`config.mk`:
```
export PLATFORM = sky130hd
export DESIGN_NAME = print_board_fmt
export DESIGN_NICKNAME = d
export VERILOG_FILES = /design/src/rtl/print_board_pkg.sv /design/src/rtl/board_cell_glyph.sv /design/src/rtl/print_board_fmt.sv
export SDC_FILE = /design/constraint.sdc
export NUM_CORES = 1
export LEC_CHECK = 0
export ABC_AREA = 1
export CAP_MARGIN = 5
export CORE_MARGIN = 2
export CORE_UTILIZATION = 46
export CTS_CLUSTER_DIAMETER = 40
export DETAILED_ROUTE_END_ITERATION = 10
export GPL_TIMING_DRIVEN = 0
export PLACE_DENSITY = 0.75
export SLEW_MARGIN = 15
export SYNTH_ARGS = -nofsm -noshare
export SYNTH_HDL_FRONTEND = slang
export SYNTH_SLANG_ARGS = --single-unit
```
`constraint.sdc`:
```
create_clock -name clk -period 2.9 [get_ports clk]
set_clock_uncertainty 0.1 [all_clocks]
set_input_delay 0.29 -clock clk [delete_from_list [all_inputs] [get_ports clk]]
set_output_delay 0.29 -clock clk [all_outputs]
set_load 0.01 [all_outputs]
```
`src/rtl/print_board_pkg.sv`:
```
// print_board_pkg: shared definitions for the board printer.
//   state_t      - FSM states of print_board_fmt
//   ASCII_*      - fixed punctuation bytes used in the text rendering
//   total_bytes  - number of bytes one print emits for a given geometry
package print_board_pkg;

    typedef enum logic [2:0] {
        ST_IDLE,
        ST_CELL,
        ST_VBAR,
        ST_CR,
        ST_LF,
        ST_RULE
    } state_t;

    localparam logic [7:0] ASCII_CR   = 8'h0D;
    localparam logic [7:0] ASCII_LF   = 8'h0A;
    localparam logic [7:0] ASCII_VBAR = 8'h7C;
    localparam logic [7:0] ASCII_DASH = 8'h2D;
    localparam logic [7:0] ASCII_PLUS = 8'h2B;

    // Cell lines plus (when separators are on) the rule lines between rows.
    function automatic int total_bytes(input int rows, input int cols,
                                       input int sep, input int crlf);
        return rows * (cols + sep * (cols - 1) + 1 + crlf)
             + sep * (rows - 1) * (2 * cols - 1 + 1 + crlf);
    endfunction

endpackage

```
`src/rtl/board_cell_glyph.sv`:
```
// board_cell_glyph: combinational mapping of one board cell to its glyph.
//   a, b   - player A / player B occupancy of the cell
//   hl     - highlight; lowercases single-owner glyphs
//   glyph  - 8-bit ASCII byte to print
module board_cell_glyph #(
    parameter logic [7:0] CHAR_A     = 8'h4F,
    parameter logic [7:0] CHAR_B     = 8'h58,
    parameter logic [7:0] CHAR_EMPTY = 8'h2E,
    parameter logic [7:0] CHAR_BOTH  = 8'h23
) (
    input  logic       a,
    input  logic       b,
    input  logic       hl,
    output logic [7:0] glyph
);

    always_comb begin
        glyph = CHAR_EMPTY;
        case ({a, b})
            2'b10:   glyph = CHAR_A | (hl ? 8'h20 : 8'h00);
            2'b01:   glyph = CHAR_B | (hl ? 8'h20 : 8'h00);
            2'b11:   glyph = CHAR_BOTH;
            default: glyph = CHAR_EMPTY;
        endcase
    end

endmodule

```
`src/rtl/print_board_fmt.sv`:
```
// print_board_fmt: renders a ROWS x COLS two-player board as ASCII over a
// uart_tx byte interface.
//   clk, reset         - clock, synchronous active-high reset
//   wr                 - start request, accepted while ready=1
//   board_a/b, hl_mask - occupancy and highlight, bit r*COLS+c, latched on start
//   ready              - idle, wr will be accepted
//   done               - one-cycle pulse the cycle after the final byte
//   uart_wr, uart_din  - byte strobe and data to uart_tx
//   uart_ready         - uart_tx idle
module print_board_fmt
    import print_board_pkg::*;
#(
    parameter int         ROWS       = 3,
    parameter int         COLS       = 3,
    parameter int         SEP        = 1,
    parameter int         CRLF       = 1,
    parameter logic [7:0] CHAR_A     = 8'h4F,
    parameter logic [7:0] CHAR_B     = 8'h58,
    parameter logic [7:0] CHAR_EMPTY = 8'h2E,
    parameter logic [7:0] CHAR_BOTH  = 8'h23
) (
    input  logic                 clk,
    input  logic                 reset,
    input  logic                 wr,
    input  logic [ROWS*COLS-1:0] board_a,
    input  logic [ROWS*COLS-1:0] board_b,
    input  logic [ROWS*COLS-1:0] hl_mask,
    output logic                 ready,
    output logic                 done,
    output logic                 uart_wr,
    output logic [7:0]           uart_din,
    input  logic                 uart_ready
);

    localparam int N  = ROWS * COLS;
    localparam int RW = (ROWS > 1) ? $clog2(ROWS) : 1;
    localparam int PW = $clog2(2 * COLS);
    localparam int IW = (N > 1) ? $clog2(N) : 1;

    state_t         state, state_nx;
    logic [RW-1:0]  row, row_nx;
    logic [PW-1:0]  pos, pos_nx;
    logic           in_rule, in_rule_nx;   // current EOL terminates a rule line
    logic           guard;                 // cycle after a strobe
    logic           latch, last;
    logic [N-1:0]   la, lb, lh;
    logic [IW-1:0]  idx;
    logic [7:0]     glyph;
    logic [7:0]     din;

    assign ready    = (state == ST_IDLE);
    assign uart_wr  = (state != ST_IDLE) && !guard && uart_ready && !reset;
    assign uart_din = din;

    // Position counts cells while in a cell line, bytes while in a rule line.
    assign idx = IW'(row) * IW'(COLS) + IW'(pos);

    board_cell_glyph #(
        .CHAR_A(CHAR_A), .CHAR_B(CHAR_B),
        .CHAR_EMPTY(CHAR_EMPTY), .CHAR_BOTH(CHAR_BOTH)
    ) u_glyph (
        .a(la[idx]), .b(lb[idx]), .hl(lh[idx]), .glyph(glyph)
    );

    always_ff @(posedge clk) begin
        if (reset) begin
            state   <= ST_IDLE;
            row     <= '0;
            pos     <= '0;
            in_rule <= 1'b0;
            guard   <= 1'b0;
            done    <= 1'b0;
        end else begin
            state   <= state_nx;
            row     <= row_nx;
            pos     <= pos_nx;
            in_rule <= in_rule_nx;
            guard   <= uart_wr;
            done    <= last;
        end
    end

    // Board snapshot only; no reset needed since it is reloaded on every start.
    always_ff @(posedge clk) begin
        if (latch) begin
            la <= board_a;
            lb <= board_b;
            lh <= hl_mask;
        end
    end

    always_comb begin
        state_nx   = state;
        row_nx     = row;
        pos_nx     = pos;
        in_rule_nx = in_rule;
        latch      = 1'b0;
        last       = 1'b0;
        din        = 8'h00;
        case (state)
            ST_IDLE: begin
                if (wr && !reset) begin
                    latch      = 1'b1;
                    state_nx   = ST_CELL;
                    row_nx     = '0;
                    pos_nx     = '0;
                    in_rule_nx = 1'b0;
                end
            end
            ST_CELL: begin
                din = glyph;
                if (uart_wr) begin
                    if (pos == PW'(COLS - 1)) begin
                        pos_nx   = '0;
                        state_nx = (CRLF != 0) ? ST_CR : ST_LF;
                    end else begin
                        pos_nx   = pos + 1'b1;
                        state_nx = (SEP != 0) ? ST_VBAR : ST_CELL;
                    end
                end
            end
            ST_VBAR: begin
                din = ASCII_VBAR;
                if (uart_wr) state_nx = ST_CELL;
            end
            ST_CR: begin
                din = ASCII_CR;
                if (uart_wr) state_nx = ST_LF;
            end
            ST_LF: begin
                din = ASCII_LF;
                if (uart_wr) begin
                    if (in_rule) begin
                        in_rule_nx = 1'b0;
                        row_nx     = row + 1'b1;
                        state_nx   = ST_CELL;
                    end else if (row == RW'(ROWS - 1)) begin
                        last     = 1'b1;
                        row_nx   = '0;
                        state_nx = ST_IDLE;
                    end else if (SEP != 0) begin
                        state_nx = ST_RULE;
                    end else begin
                        row_nx   = row + 1'b1;
                        state_nx = ST_CELL;
                    end
                end
            end
            ST_RULE: begin
                din = pos[0] ? ASCII_PLUS : ASCII_DASH;
                if (uart_wr) begin
                    if (pos == PW'(2 * COLS - 2)) begin
                        pos_nx     = '0;
                        in_rule_nx = 1'b1;
                        state_nx   = (CRLF != 0) ? ST_CR : ST_LF;
                    end else begin
                        pos_nx = pos + 1'b1;
                    end
                end
            end
            default: state_nx = ST_IDLE;
        endcase
    end

endmodule
```
# Word level (Yosys, flattened, before mapping)
# Index checks and enable logic that the tools add are counted.
op_classes:
  n_addsub: 3
  mul: 1
  order_cmp: 1
  eq_ne: 19
  n_mux: 40
  bitwise_logic: 2
  n_reduce_logical: 16
op_table:
  columns: ["op", "count"]
  rows:
  - ["$mux 3", 15]
  - ["$pmux 8 s5", 1]
  - ["$pmux 8 s3", 1]
  - ["$pmux 3 s6", 1]
  - ["$bmux 1 s4", 3]
  - ["$ne 2x2->1 const B", 6]
  - ["$mux 1", 11]
  - ["$eq 3x2->1 const B", 3]
  - ["$eq 3x3->1 const B", 3]
  - ["$pmux 3 s3", 1]
  - ["$reduce_bool 3->1", 3]
  - ["$mux 2", 4]
  - ["$reduce_and 4->1", 2]
  - ["$reduce_and 7->1", 1]
  - ["$eq 2x2->1 const B", 3]
  - ["$mux 6", 1]
  - ["$lt 4x5->1 const B", 1]
  - ["$reduce_and 5->1", 1]
  - ["$add 4x3->4", 1]
  - ["$logic_and 1x1->1", 4]
  - ["$mul 2x2->4 const B", 1]
  - ["$pmux 2 s2", 1]
  - ["$reduce_or 4->1", 1]
  - ["$add 3x1->3 const B", 1]
  - ["other kinds (10)", 12]
totals:
  regBits: 38
  in_bits: 31
  out_inout_bits: 11
  word_cells: 91

# Logic depth before layout (Yosys ltp)
# Gate-level depths: netlist (run 1).
depth:
  ltp_word: 7
  ltp_mapped: 18
  depth_no_buf: 18

# By module
# From an unflattened synthesis (run 1), not the netlist that was laid out.
hier_totals:
  hier_cells: 250
  hier_area_um2: 2198.4
by_module_without_submodules:
  columns: ["module", "n_inst", "cells_each", "area_per_inst_um2", "seq_area_each_um2"]
  rows:
  - ["print_board_fmt", 1, 232, 2070.7, 1031.0]
  - ["board_cell_glyph", 1, 18, 127.6, 0.0]

# Worst setup path before layout (run 1)
# No wires, ideal clock.
synth_path:
  path_kind: "register -> output"
  start: "register row[0]"
  end: "output uart_din[0]"
  arrival_ps: 2798
  t_required_ps: 2510
  path_slack_ps: -288
  stages_incl_launch_ff: 14
  n_path_buf: 0
  cell_sequence: "dfxtp_1 fa_1 ha_1 inv_1 fa_1 inv_1 nand3_1 nand2_1 nand2_1 nand2_1 inv_1 ha_1 nor2_1 o311ai_0"
synth_between:
  elab_chain_len: 7
  word_cells_on_any_way: 11
  classes_between: "add/sub: 1; mul: 1; eq/ne: 3; mux: 6"
synth_lines:
  columns: ["item", "line_no", "text"]
  rows:
  - ["start, declared", "print_board_fmt.sv:41", "logic [RW-1:0] row, row_nx;"]
  - ["start signal, assigned", "print_board_fmt.sv:75", "row <= row_nx;"]
  - ["$mul 2x2->4 (*)", "print_board_fmt.sv:56", "assign idx = IW'(row) * IW'(COLS) + IW'(pos);"]
  - ["$add 4x3->4 (*)", "print_board_fmt.sv:56", null]
  - ["$bmux 1 s4", "print_board_fmt.sv:62", ".a(la[idx]), .b(lb[idx]), .hl(lh[idx]), .glyph(glyph)"]
  - ["$mux 1 (implied by the code)", "print_board_fmt.sv:62", null]
  - ["$eq 2x2->1 or $eq 2x1->1 (tied branches)", "board_cell_glyph.sv:19", "case ({a, b})"]
  - ["$pmux 8 s3 (*)", "board_cell_glyph.sv:19", null]
  - ["$pmux 8 s5 (*)", "print_board_fmt.sv:100", "case (state)"]
  - ["end, declared", "print_board_fmt.sv:31", "output logic [7:0] uart_din,"]
# Mark *: on every way between the ends. The rest lies on a longest branch, timed or not. The select of a mux whose other input is x is not followed.

# Worst setup path in the final report (run 1)
layout_path:
  start: "register pos[1]"
  end: "output uart_din[5]"
layout_between:
  elab_chain_len: 6
  word_cells_on_any_way: 13
  classes_between: "add/sub: 1; eq/ne: 3; mux: 9"
layout_lines:
  columns: ["item", "line_no", "text"]
  rows:
  - ["start, declared", "print_board_fmt.sv:42", "logic [PW-1:0] pos, pos_nx;"]
  - ["start signal, assigned", "print_board_fmt.sv:76", "pos <= pos_nx;"]
  - ["$add 4x3->4 (*)", "print_board_fmt.sv:56", null]
  - ["$bmux 1 s4", "print_board_fmt.sv:62", null]
  - ["$mux 1 (implied by the code)", "print_board_fmt.sv:62", null]
  - ["$eq 2x2->1, or another cell as far along", "board_cell_glyph.sv:19", null]
  - ["$pmux 8 s3 (*)", "board_cell_glyph.sv:19", null]
  - ["$pmux 8 s5 (*)", "print_board_fmt.sv:100", null]
# Marked as above.

==> results.md, run 1 <==
Status:
- The flow ran to the end, but the final reports show violations.
- The checks that failed: negative setup slack.

Floorplan:
- The area of the placeable core is 4380 sq um.
- The die area is 5150 sq um.
- The height of the chip is 71.8 um.
- In this run the horizontal extent of the chip is 71.8 um.
- The initial utilization of the core area, before any placement, comes to 48.2%.
- The floorplan has 24 rows.
- The number of I/O pins is 42.

Setup path:
- The family of cells with the greatest summed delay on the critical path is adder cells.
- The arrival time reported for the critical path endpoint is 3.14 ns.
- The signal on the critical path passes through fa_1 -> ha_2 -> inv_2 -> fa_2 -> inv_2 -> nand3_2 -> nand3_2 -> nand2_4 -> inv_4 -> ha_4 -> nor2_2 -> a21oi_2 -> nand3_2 -> nand2_1 -> nand2_1 -> nand2_2 -> buf_6.
- The worst setup path is of the reg2out kind.
- In this run the worst path has a maximum fanout of 6.
- The data required time at the worst endpoint is 2.51 ns.
- Together, buffers and inverters on the worst path number 4.
- The worst setup path is captured at an output pin.
- The library cell appearing most often on the critical path is sky130_fd_sc_hd__nand3_2.
- The maximum single-stage delay on the critical path is 0.61 ns.
- The slowest stage cell on the critical path is sky130_fd_sc_hd__fa_2.
- The cell depth of the worst flop-to-flop path is 4.
- The worst setup path is launched from a register.
- Counting buffers and inverters, the worst setup path is 17 cells deep.

Timing:
- The setup violation total in the final timing report is 7.
- The number of slew-limit violations in the final report came to 0.
- The share of the clock period used by the worst path is 122%.
- Once routing completed, OpenROAD measured the worst setup slack at -0.627 ns.
- The count of endpoints failing hold in the final timing report is 0.
- The headroom to the max-slew limit is 49.1%.
- Setup repair after global routing could not meet its margin everywhere.
- At the pin with the least slew margin, the transition time is 0.762 ns.
- The post-layout minimum cycle time is 3.53 ns.
- Hold timing on the final database bottoms out at a slack of 0.419 ns.
- The maximum clock frequency is 284 MHz.

Yosys:
- For this run, the register share of the synthesized area comes to 48.8%.
- The cell area after technology mapping is 2110 sq um.
- The proportion of netlist area held by the largest area contributor is 38.4%.
- After synthesis, the largest family of logic cells by area is simple AND/OR/NAND/NOR gates.
- After Yosys synthesis, XOR and XNOR cells account for 0.414% of the synthesized area.
- Yosys mapped a number of flops with a built-in enable equal to 27.
- The primary flip-flop cell chosen by synthesis mapping is sky130_fd_sc_hd__edfxtp_1.
- The most common cell in the synthesized netlist is sky130_fd_sc_hd__nand2_1.
- The share of cell area taken by muxes after synthesis is 0%.
- The post-synthesis async set-or-reset flop share is 0%.
- Dividing the synthesized area by the synthesized cell count gives 8.49 sq um.
- The number of different library cells used by synthesis comes to 31.
- By area the synthesized netlist is led by sky130_fd_sc_hd__edfxtp_1 38%, sky130_fd_sc_hd__nand2_1 13%, sky130_fd_sc_hd__dfxtp_1 10%.
- The cell count after synthesis is 249.
- The adder and majority gate portion of the synthesized area is 9.00%.
- Summing the areas of all compound-gate instances in the mapped netlist gives 6.16% of the synthesized area.
- Counting instances in the post-synthesis netlist gives the leading cell types as 75 x sky130_fd_sc_hd__nand2_1, 28 x sky130_fd_sc_hd__inv_1, 27 x sky130_fd_sc_hd__edfxtp_1.
- The number of warning messages in the yosys log is 0.
- The synthesized net count is 294.
- The biggest area contributor in the post-synthesis netlist is sky130_fd_sc_hd__edfxtp_1.
- The number of synthesized register bits is 38.
- The synthesized netlist devotes 28.2% of its cell area to simple gates.

Placement:
- The HPWL after detailed placement is 3410 um.
- The total of buffers placed on input and output ports is 40.
- The number of placed instances, taps included, is 341.
- The final RePlAce weighted congestion is 0.819.

Pwr:
- The combinational share of power is 57.1%.
- The clock network fraction of total power is 16.1%.
- The worst supply voltage drop on vdd is 0.390 mV.
- Cell internal power was estimated by the tool at 1.57 mW.
- The sequential group share of total power is 26.8%.
- Dividing total power by cell area gives a power density of 954 nW/um^2.
- The leakage component of the power is 1.22 nW.
- Net switching is 43.0% of the power.
- Summed over all nets, the switching power comes to 1.18 mW.

GRT:
- The maximum number of pins on one net before global-route repair is 28.
- The first global-routing pass estimated 8090 um of wire.
- The number of antenna violations at the first check in global routing is 0.
- Summed over all layers, the global routing overflow is 0.
- The overall global routing resource usage is 20.4%.
- The number of global-route vias before repair was 1822.

Clock network:
- For the worst-skew pair, the clock arrives at the later sink with an insertion delay of 0.30 ns.
- The clock-pin transition on the worst setup and hold timing paths is 0.08 ns.
- For this design, the sink count on the clock tree is 38.
- TritonCTS built the clock tree.
- In this run the deepest clock path goes through 2 buffers.
- In this run the number of H-tree levels came out at 2.
- The cell sitting at the root of the clock tree is a sky130_fd_sc_hd__clkbuf_8.
- The number of buffers added by the clock tree synthesis step is 5.

Final layout:
- The finished layout holds 358 standard cells, fillers aside.
- Fill cells in the final layout number 360.
- The fraction of final layout cells with drive strength greater than 1 is 25.2%.
- Relative to the synthesized area, the layout overhead comes to 36.5%.
- The utilization after layout is 65.8%.
- The repair_antennas step left the layout with diodes totalling 0.
- The number of nets at the end of the flow is 350.

Routing:
- The first-iteration detailed-routing DRC count is 129.
- In the final routed layout, each cell accounts on average for 13.4 um.
- For this run, the detailed router's first-pass iteration total came to 5.
- The number of routed nets with antenna violations is 0.
- The number of vias per cell after detailed routing is 5.16.
- In the routed design, unresolved DRC markers number 0.
- For this block, the routed nets add up to 4790 um of wire.
- The overall via count from detail_route is 1849.

Run:
- The tool flagged a number of max-cap violations equal to 0.

Hold path:
- The worst hold path belongs to the class reg2reg.
- Counting instances, the worst hold path has a depth of 2.
## routing by layer
layer | global-route usage (%) | vias up | share of wire (%)
li1 | - | 927 | -
met1 | 25.8 | 851 | 43
met2 | 34.5 | 66 | 51
met3 | 4.78 | 5 | 5.3
met4 | 6.71 | 0 | 0.84
met5 | 0 | - | 0
## sequential cells by signal, indices dropped and copies added, names as in the netlist
register / flops
in_rule: 1
state: 3
guard: 1
row: 2
lh: 9
pos: 3
lb: 9
done: 1
la: 9
## final timing paths
| kind | from | to | slack, ns |
|---|---|---|---|
| max reg2reg | state[2] | lb[6] | 1.10 |
| min reg2reg | row[0] | row[0] | 0.42 |
| min | row[0] | row[0] | 0.42 |
| max | pos[1] | uart_din[5] | -0.63 |
## cell usage in the layout, fill, tap and decap left out, drive strengths merged, types with 2 or more instances in the layout
cell,Yosys,routed
nand2,81,81
clkdlybuf4s50,0,33
inv,32,32
edfxtp,27,27
nand3,26,26
nor2,21,21
buf,5,20
ha,12,12
dfxtp,11,11
o21ai,8,8
a21oi,7,7
clkbuf,0,5
nor3,4,4
nand4,3,3
clkinv,0,2
fa,2,2
## metrics by stage
stage | setup TNS [ns] | instance area, sq um | setup WS [ns] | power (mW)
3_3_place_gp | -15.46 | 2620 | -0.697 | 2.08
4_1_cts | -3.14 | 2800 | -0.621 | 2.61
5_1_grt | -4.21 | 2880 | -0.780 | 2.97
6_report | -3.27 | 2880 | -0.627 | 2.75
3_5_place_dp | -3.68 | 2630 | -0.743 | 2.11
2_1_floorplan | 0 | 2160 | 0.00356 | 1.67
## cell families (layout without fill, tap and decap cells)
logic type / Yosys count / in the layout
fa+ha+maj: 14 / 14
simple gates: 137 / 137
flops: 38 / 38
buf+inv: 37 / 94
compound gates: 21 / 21
xor+xnor: 1 / 1
other cells: 1 / 1
## worst min-delay path, cell delays in order (launching register included)
cell,delay [ns]
sky130_fd_sc_hd__dfxtp_2,0.36
sky130_fd_sc_hd__nand2_1,0.07
sky130_fd_sc_hd__a21oi_1,0.06
## power groups by stage
| stage | combinational [mW] | sequential (mW) | clock [mW] |
|---|---|---|---|
| floorplan | 0.932 | 0.742 | 0 |
| global placement | 1.33 | 0.752 | 0 |
| detailed placement | 1.35 | 0.753 | 0 |
| CTS | 1.43 | 0.736 | 0.452 |
| global route | 1.75 | 0.745 | 0.479 |
| finish | 1.57 | 0.737 | 0.443 |
## area by class of cell
cell class                      count  area, sq um  area share (%)
Sequential cell                    38         1040            36.0
Clock buffer                        5         68.8            2.39
Tap cell                           52         65.1            2.26
Clock inverter                      3         40.0            1.39
Buffer                              5         33.8            1.17
Multi-Input combinational cell    174         1070            37.0
Inverter                           32          125            4.34
Timing Repair Buffer               49          445            15.4
## repair_timing
item | in CTS | in global routing
hold buffers | 0 | 0
setup buffers | 6 | 3
setup endpoints to repair | 7 | 7
pin swaps | 10 | 6
gates resized for setup | 39 | 12
Note: power is estimated with default switching activity, not from simulation.
==> inputs of run 2 (changes only) <==
- ABC_CLOCK_PERIOD_IN_PS: unset -> 2900
- CORE_UTILIZATION: 46 -> 56
- DONT_BUFFER_PORTS: unset -> 1
- PLACE_DENSITY: 0.75 -> 0.74
==> results.md, run 2 (synthesis results as in run 1) <==
Routing:
- In this run, the number of DRC markers left after iteration 0 of detailed routing was 294.
- After detailed routing, the average wire length per cell comes to 16.5 um.
- The number of routed nets with antenna violations is 0.
- After detailed routing, the number of remaining DRC violations is 0.
- The pre-antenna-repair detailed-routing pass consisted of 5 iterations.
- The overall via count from detail_route is 1930.
- The number of vias per cell after detailed routing is 5.63.
- After detailed routing, the total wire length is 5660 um.

Floorplan:
- The initial core utilization is 58.2%.
- The floorplan step defined a core boundary enclosing 3630 sq um.
- The die covers 4280 sq um.
- The site row count is 22.
- The width of the chip is 65.4 um.
- For this design the top-level I/O count stands at 42.
- The height of the chip is 65.4 um.

Final layout:
- The most common library cell in the layout ignoring fill and taps is sky130_fd_sc_hd__nand2_1.
- The library cells used most frequently in the layout, excluding fill and tap cells, are 66 x sky130_fd_sc_hd__nand2_1, 28 x sky130_fd_sc_hd__dlygate4sd3_1, 27 x sky130_fd_sc_hd__edfxtp_1.
- The number of nets at the end of the flow is 339.
- The antenna diode instance count is 0.
- The largest registers in the layout are la: 9 flops, lb: 9 flops, lh: 9 flops.
- The post-synthesis to final-layout area growth is 35.1%.
- The count of non-filler cells in the finished layout is 343.
- The utilization after layout is 78.6%.
- The fraction of final layout cells with drive strength greater than 1 is 24.4%.
- The area of all placed cells without fillers is 2860 sq um.

Placement:
- The instance count after placement with tap cells included is 298.
- The final RePlAce weighted congestion is 0.903.
- The instance area at placement is 2230 sq um.
- The HPWL after detailed placement is 3050 um.
- Port buffering added 0 buffers.

Setup path:
- In this design, the stage delay of the slowest critical-path cell is 0.60 ns.
- The element type at the critical path start is a register.
- The slowest stage of the critical path belongs to the cell sky130_fd_sc_hd__fa_2.
- Counting cells, the worst reg-to-reg path comes to 5.
- The worst setup path is captured at an output pin.
- The class of the most critical setup path is reg2out.
- Counting buffers and inverters, the worst setup path is 14 cells deep.
- Data arrives at the worst endpoint at 3.18 ns.
- Together, buffers and inverters on the worst path number 3.
- The family of cells with the greatest summed delay on the critical path is adder cells.
- The signal on the critical path passes through fa_1 -> ha_2 -> inv_2 -> fa_2 -> buf_6 -> nand3_2 -> nand2_2 -> nand2_4 -> buf_6 -> ha_1 -> nor3_1 -> nand2_1 -> nand2_1 -> nand2_2.
- At the worst endpoint, the required time is 2.51 ns.
- Of all nets on the critical path, the largest fanout is 5.

Timing:
- After layout, the worst setup slack is -0.666 ns.
- Setup repair after global routing could not meet its margin everywhere.
- The number of slew-limit violations in the final report was 0.
- After layout, the worst path uses 123% of the clock period.
- Based on the critical path, the design can be clocked at up to 280 MHz.
- Measured against its own limit, the worst slew margin works out to 60.3%.
- The count of endpoints failing hold in the final timing report was 0.
- Setup violations remaining at the end of the flow were counted as 7.
- At the pin with the least slew margin, the transition time is 0.595 ns.
- The post-layout minimum cycle time is 3.57 ns.
- On the final layout, the worst hold slack is 0.137 ns.

Clock network:
- The total number of clock tree sinks is 38.
- Clock tree synthesis selected as its root buffer the cell sky130_fd_sc_hd__clkbuf_8.
- The clock-pin transition on the worst setup and hold timing paths is 0.08 ns.
- TritonCTS built the clock tree.
- The maximum number of buffers from clock root to sink is 2.
- Clock latency on the worst-skew pair, taken at its later pin, is 0.30 ns.
- The clock tree synthesis step divided the H-tree into 2 levels.
- Clock tree synthesis inserted a total of 5 buffers.

Pwr:
- The leakage component of the power is 1.21 nW.
- The power per cell area is 1020 nW/um^2.
- The total power is 2.91 mW.
- The worst supply voltage drop on vdd is 0.497 mV.

GRT:
- The overall overflow remaining after global route is 0.
- The number of antenna violations at the first check in global routing is 0.
- The wire length of the first global-routing pass is 8290 um.
- Entering global routing, the biggest net connects 19 pins.
- The number of global-route vias before repair is 1779.
- In the global route stage, overall resource usage came out at 26.3%.

Hold path:
- The worst hold path stage count is 2.
- The path class of the lowest-slack min-delay path is in2reg.

Status:
- The run finished, with violations left.
- The checks that failed: negative setup slack.

Run:
- The number of maximum-capacitance constraint violations is 0.
[run 2: cell count changes in the layout (fill, tap and decap cells not counted), moves of 2 or more]
cell | before | now
sky130_fd_sc_hd__clkdlybuf4s50_1 | 33 | 0
sky130_fd_sc_hd__buf_6 | 2 | 7
sky130_fd_sc_hd__nand2_1 | 69 | 66
sky130_fd_sc_hd__buf_2 | 8 | 3
sky130_fd_sc_hd__clkinv_2 | 2 | 0
sky130_fd_sc_hd__nand2_2 | 9 | 11
sky130_fd_sc_hd__ha_1 | 6 | 8
sky130_fd_sc_hd__dlygate4sd3_1 | 0 | 28
sky130_fd_sc_hd__buf_4 | 10 | 5
[run 2: final cells by class]
class                   instances  area (sq um)
repair buffers                 38           378
fillers                       230           778
inverters                      32           125
well taps                      48          60.1
plain buffers                   5          33.8
clock inverters                 3          68.8
multi-input cells             174          1080
flip-flops and latches         38          1040
clock buffers                   5          68.8
[run 2: routing by layer]
layer / GRT usage [%] / wire length (um) / vias to the layer above
li1: - / - / 907
met1: 31.1 / 2130 / 901
met2: 46.9 / 2950 / 105
met3: 6.85 / 407 / 17
met4: 7.81 / 172 / 0
met5: 0 / 0 / -
[run 2: repair_timing]
action,in CTS,in global routing
gates cloned,0,0
pin swaps,12,4
endpoints found under the setup margin,7,7
hold buffers,28,0
buffers inserted,6,3
endpoints found under the hold margin,32,0
gates resized for setup,19,15
[run 2: final timing paths]
path,startpoint,to,slack [ns]
worst max-delay path,row[0],uart_din[5],-0.67
worst min-delay path,uart_ready,done,0.14
worst max register to register,state[2],lh[7],0.99
worst min register to register,row[1],row[1],0.41
[run 2: worst register-to-register path, delay by kind of cell, from the launching register on]
family,cells,cell delay [ns]
DFF,1,0.32
and+or+nand+nor,2,0.60
buffers and inverters,3,0.60
[run 2: report_power, final]
| part | internal [mW] | switching, mW |
|---|---|---|
| combinational | 0.589 | 1.02 |
| clock | 0.345 | 0.210 |
| sequential | 0.690 | 0.0530 |
| total | 1.62 | 1.28 |
[run 2: stage by stage]
stage                     TNS, ns  worst slack [ns]
after floorplan                 0           0.00356
after global placement     -0.768            -0.230
after detailed placement   -0.904            -0.273
after CTS                   -2.50            -0.544
after global routing        -3.42            -0.783
final                       -2.85            -0.666
==> inputs of run 3 (changes only) <==
- GPL_TIMING_DRIVEN: 0 -> 1
==> results.md, run 3 (synthesis results as in run 1) <==
GRT:
- The total overflow left after global routing is 0.
- The wire length of the first global-routing pass is 8890 um.
- The overall global routing resource usage is 27.9%.
- The number of antenna violations at the first check in global routing is 0.
- The number of global-route vias before repair is 1907.
- Entering global routing, the biggest net connects 28 pins.

Pwr:
- The internal power of the cells totals 1.51 mW.
- The worst supply voltage drop on vdd is 0.530 mV.
- Combinational logic burns 55.7% of the power.
- Power spread over the standard cell area amounts to 962 nW/um^2.
- Summed over all nets, the switching power comes to 1.19 mW.
- The fraction of power spent switching nets is 44.1%.
- Sequential cells account for 28.0% of the total power.
- The clock network fraction of total power is 16.3%.
- In this run the static leakage power is 1.20 nW.

Final layout:
- The top cell types in the final layout, fill and taps aside, are 66 x sky130_fd_sc_hd__nand2_1, 28 x sky130_fd_sc_hd__dlygate4sd3_1, 27 x sky130_fd_sc_hd__edfxtp_1.
- The area occupied by multi-input gates is 1060 sq um.
- The area of all placed cells without fillers is 2800 sq um.
- The filler cell count in the final layout is 243.
- The antenna diode instance count is 0.
- Of the cells placed in the final design, the portion with a size suffix greater than 1 is 23.8%.
- The most common library cell in the layout ignoring fill and taps is sky130_fd_sc_hd__nand2_1.
- In the final layout, the registers with the most flip-flops are la: 9 flops, lb: 9 flops, lh: 9 flops.
- The utilization after layout is 77.1%.
- Registers take 1030 sq um.
- In the final design database the tool counted 343 nets.
- The post-synthesis to final-layout area growth is 32.5%.

Floorplan:
- The height of the chip is 65.4 um.
- The site row count is 22.
- The die area is 4280 sq um.
- The area of the placeable core is 3630 sq um.
- The initial core utilization is 58.2%.
- The width of the chip is 65.4 um.
- The number of I/O pins is 42.

Placement:
- The total of buffers placed on input and output ports is 0.
- At the end of routability-driven placement, the weighted congestion stood at 0.899.
- Once detailed placement completed, the half-perimeter wirelength came to 3290 um.
- The placed instances occupy a cell area of 2310 sq um.

Timing:
- For this run, the top clock speed supported by timing is 295 MHz.
- Setup repair after global routing could not meet its margin everywhere.
- The final setup TNS is -2.36 ns.
- Setup violations remaining at the end of the flow were counted as 7.
- The number of slew-limit violations in the final report was 0.
- The count of endpoints failing hold in the final timing report is 0.
- The routed design could run at a clock period as short as 3.39 ns.
- On the final layout, the worst hold slack is 0.143 ns.
- Dividing the final minimum period by the clock period gives 117%.
- The final setup slack of the worst path is -0.491 ns.

Setup path:
- The library cell appearing most often on the critical path is sky130_fd_sc_hd__inv_2.
- Walking the worst path, the cells encountered are fa_1 -> ha_2 -> inv_2 -> fa_2 -> inv_2 -> nand3_2 -> nand3_2 -> nand2_4 -> inv_2 -> ha_4 -> nor2_2 -> a21oi_1 -> nand3_1 -> nand2_1 -> nand2_1 -> nand2_2.
- The element type at the critical path start is a register.
- STA classifies the critical path endpoint as an output pin.
- The maximum single-stage delay on the critical path is 0.60 ns.
- The arrival time reported for the critical path endpoint is 3.00 ns.
- The largest driver fanout on the critical path is 6.
- The critical path is of the reg2out type.
- The endpoint identified for the worst register-to-register timing path is row[1].
- The data required time at the worst endpoint is 2.51 ns.
- The worst register-to-register path begins at row[0].
- The slowest stage of the critical path is the sky130_fd_sc_hd__fa_2 cell.
- The cell depth of the worst flop-to-flop path is 9.
- The minimum setup slack among reg-to-reg paths is 1.24 ns.

Hold path:
- The worst hold path stage count is 2.
- The worst hold endpoint is done.
- The start point of the worst hold path is uart_ready.
- In this run the worst hold path is classified as in2reg.

Clock network:
- The clock-pin transition on the worst setup and hold timing paths is 0.08 ns.
- Clock tree synthesis selected as its root buffer the cell sky130_fd_sc_hd__clkbuf_8.
- At the later pin of the worst-skew pair, clock insertion delay measures 0.29 ns.
- The number of clock buffers added by TritonCTS is 5.
- TritonCTS built the clock tree.
- The clock passes through at most 2 buffers.
- Clock tree synthesis found a total of 38 sinks.
- The level count of the clock H-tree is 2.

Routing:
- After detailed routing, the average wire length per cell comes to 15.7 um.
- Before antenna repair, the detailed router went through 5 iterations.
- In the routed design, unresolved DRC markers number 0.
- Summed over all layers, the routed wires come to 5440 um.
- In this run the remaining antenna-violating nets after routing total 0.
- After the first detailed-routing iteration, the DRC count stood at 245.
- The final route contains 1888 vias.
- After detailed routing, the number of vias per cell comes to 5.46.

Status:
- The checks that failed: negative setup slack.
- The run finished, with violations left.

Run:
- The number of maximum-capacitance constraint violations is 0.
-- run 3: area by class of cell --
| cell class | count | share of cell area (%) |
|---|---|---|
| multi-input cells | 174 | 37.8 |
| clock buffers | 5 | 2.46 |
| flip-flops and latches | 38 | 36.9 |
| repair buffers | 47 | 15.1 |
| inverters | 32 | 4.38 |
| well taps | 48 | 2.14 |
| clock inverters | 2 | 1.21 |
-- run 3: power by group through the flow --
stage                     logic [mW]  clock network (mW)  registers [mW]
after floorplan                0.932                   0           0.742
after global placement          1.25                   0           0.762
after detailed placement        1.28                   0           0.763
after CTS                       1.37               0.435           0.751
after global routing            1.67               0.466           0.765
final                           1.50               0.440           0.754
-- run 3: worst max path at each step --
stage          cells after the start    from          end  slack [ns]
4_1_cts                           17  pos[1]  uart_din[5]       -0.46
3_5_place_dp                      17  pos[1]  uart_din[5]       -0.15
2_1_floorplan                     17  pos[1]  uart_din[5]       0.004
6_report                          16  row[0]  uart_din[5]       -0.49
5_1_grt                           16  row[0]  uart_din[5]       -0.61
3_3_place_gp                      16  pos[1]  uart_din[5]       -0.08
-- run 3: timing repair --
action	4_1_cts	5_1_grt
hold buffers	28	0
pin swaps	8	11
endpoints found under the hold margin	32	0
endpoints found under the setup margin	7	7
resized for setup	6	15
setup buffers	3	0
-- run 3: routing by layer --
metal	vias to the layer above	part of all wire, %	track usage, %
met1	893	43	33.9
met4	0	0.81	6.25
met3	5	5.5	6.16
met2	76	51	50.5
met5	-	0	0
li1	914	-	-
-- run 3: through the flow --
stage	cells	setup slack, ns	power, mW
final	346	-0.491	2.69
after global routing	346	-0.609	2.90
after CTS	346	-0.461	2.56
after detailed placement	309	-0.155	2.04
after global placement	309	-0.0784	2.01
after floorplan	249	0.00356	1.67
-- run 3: critical path: cells and delay by family (launching register included) --
kind	cells	cell delay [ns]
compound gates	1	0.05
simple gates	8	0.67
buf+inv	3	0.18
fa+ha+maj	4	1.49
flops	1	0.34
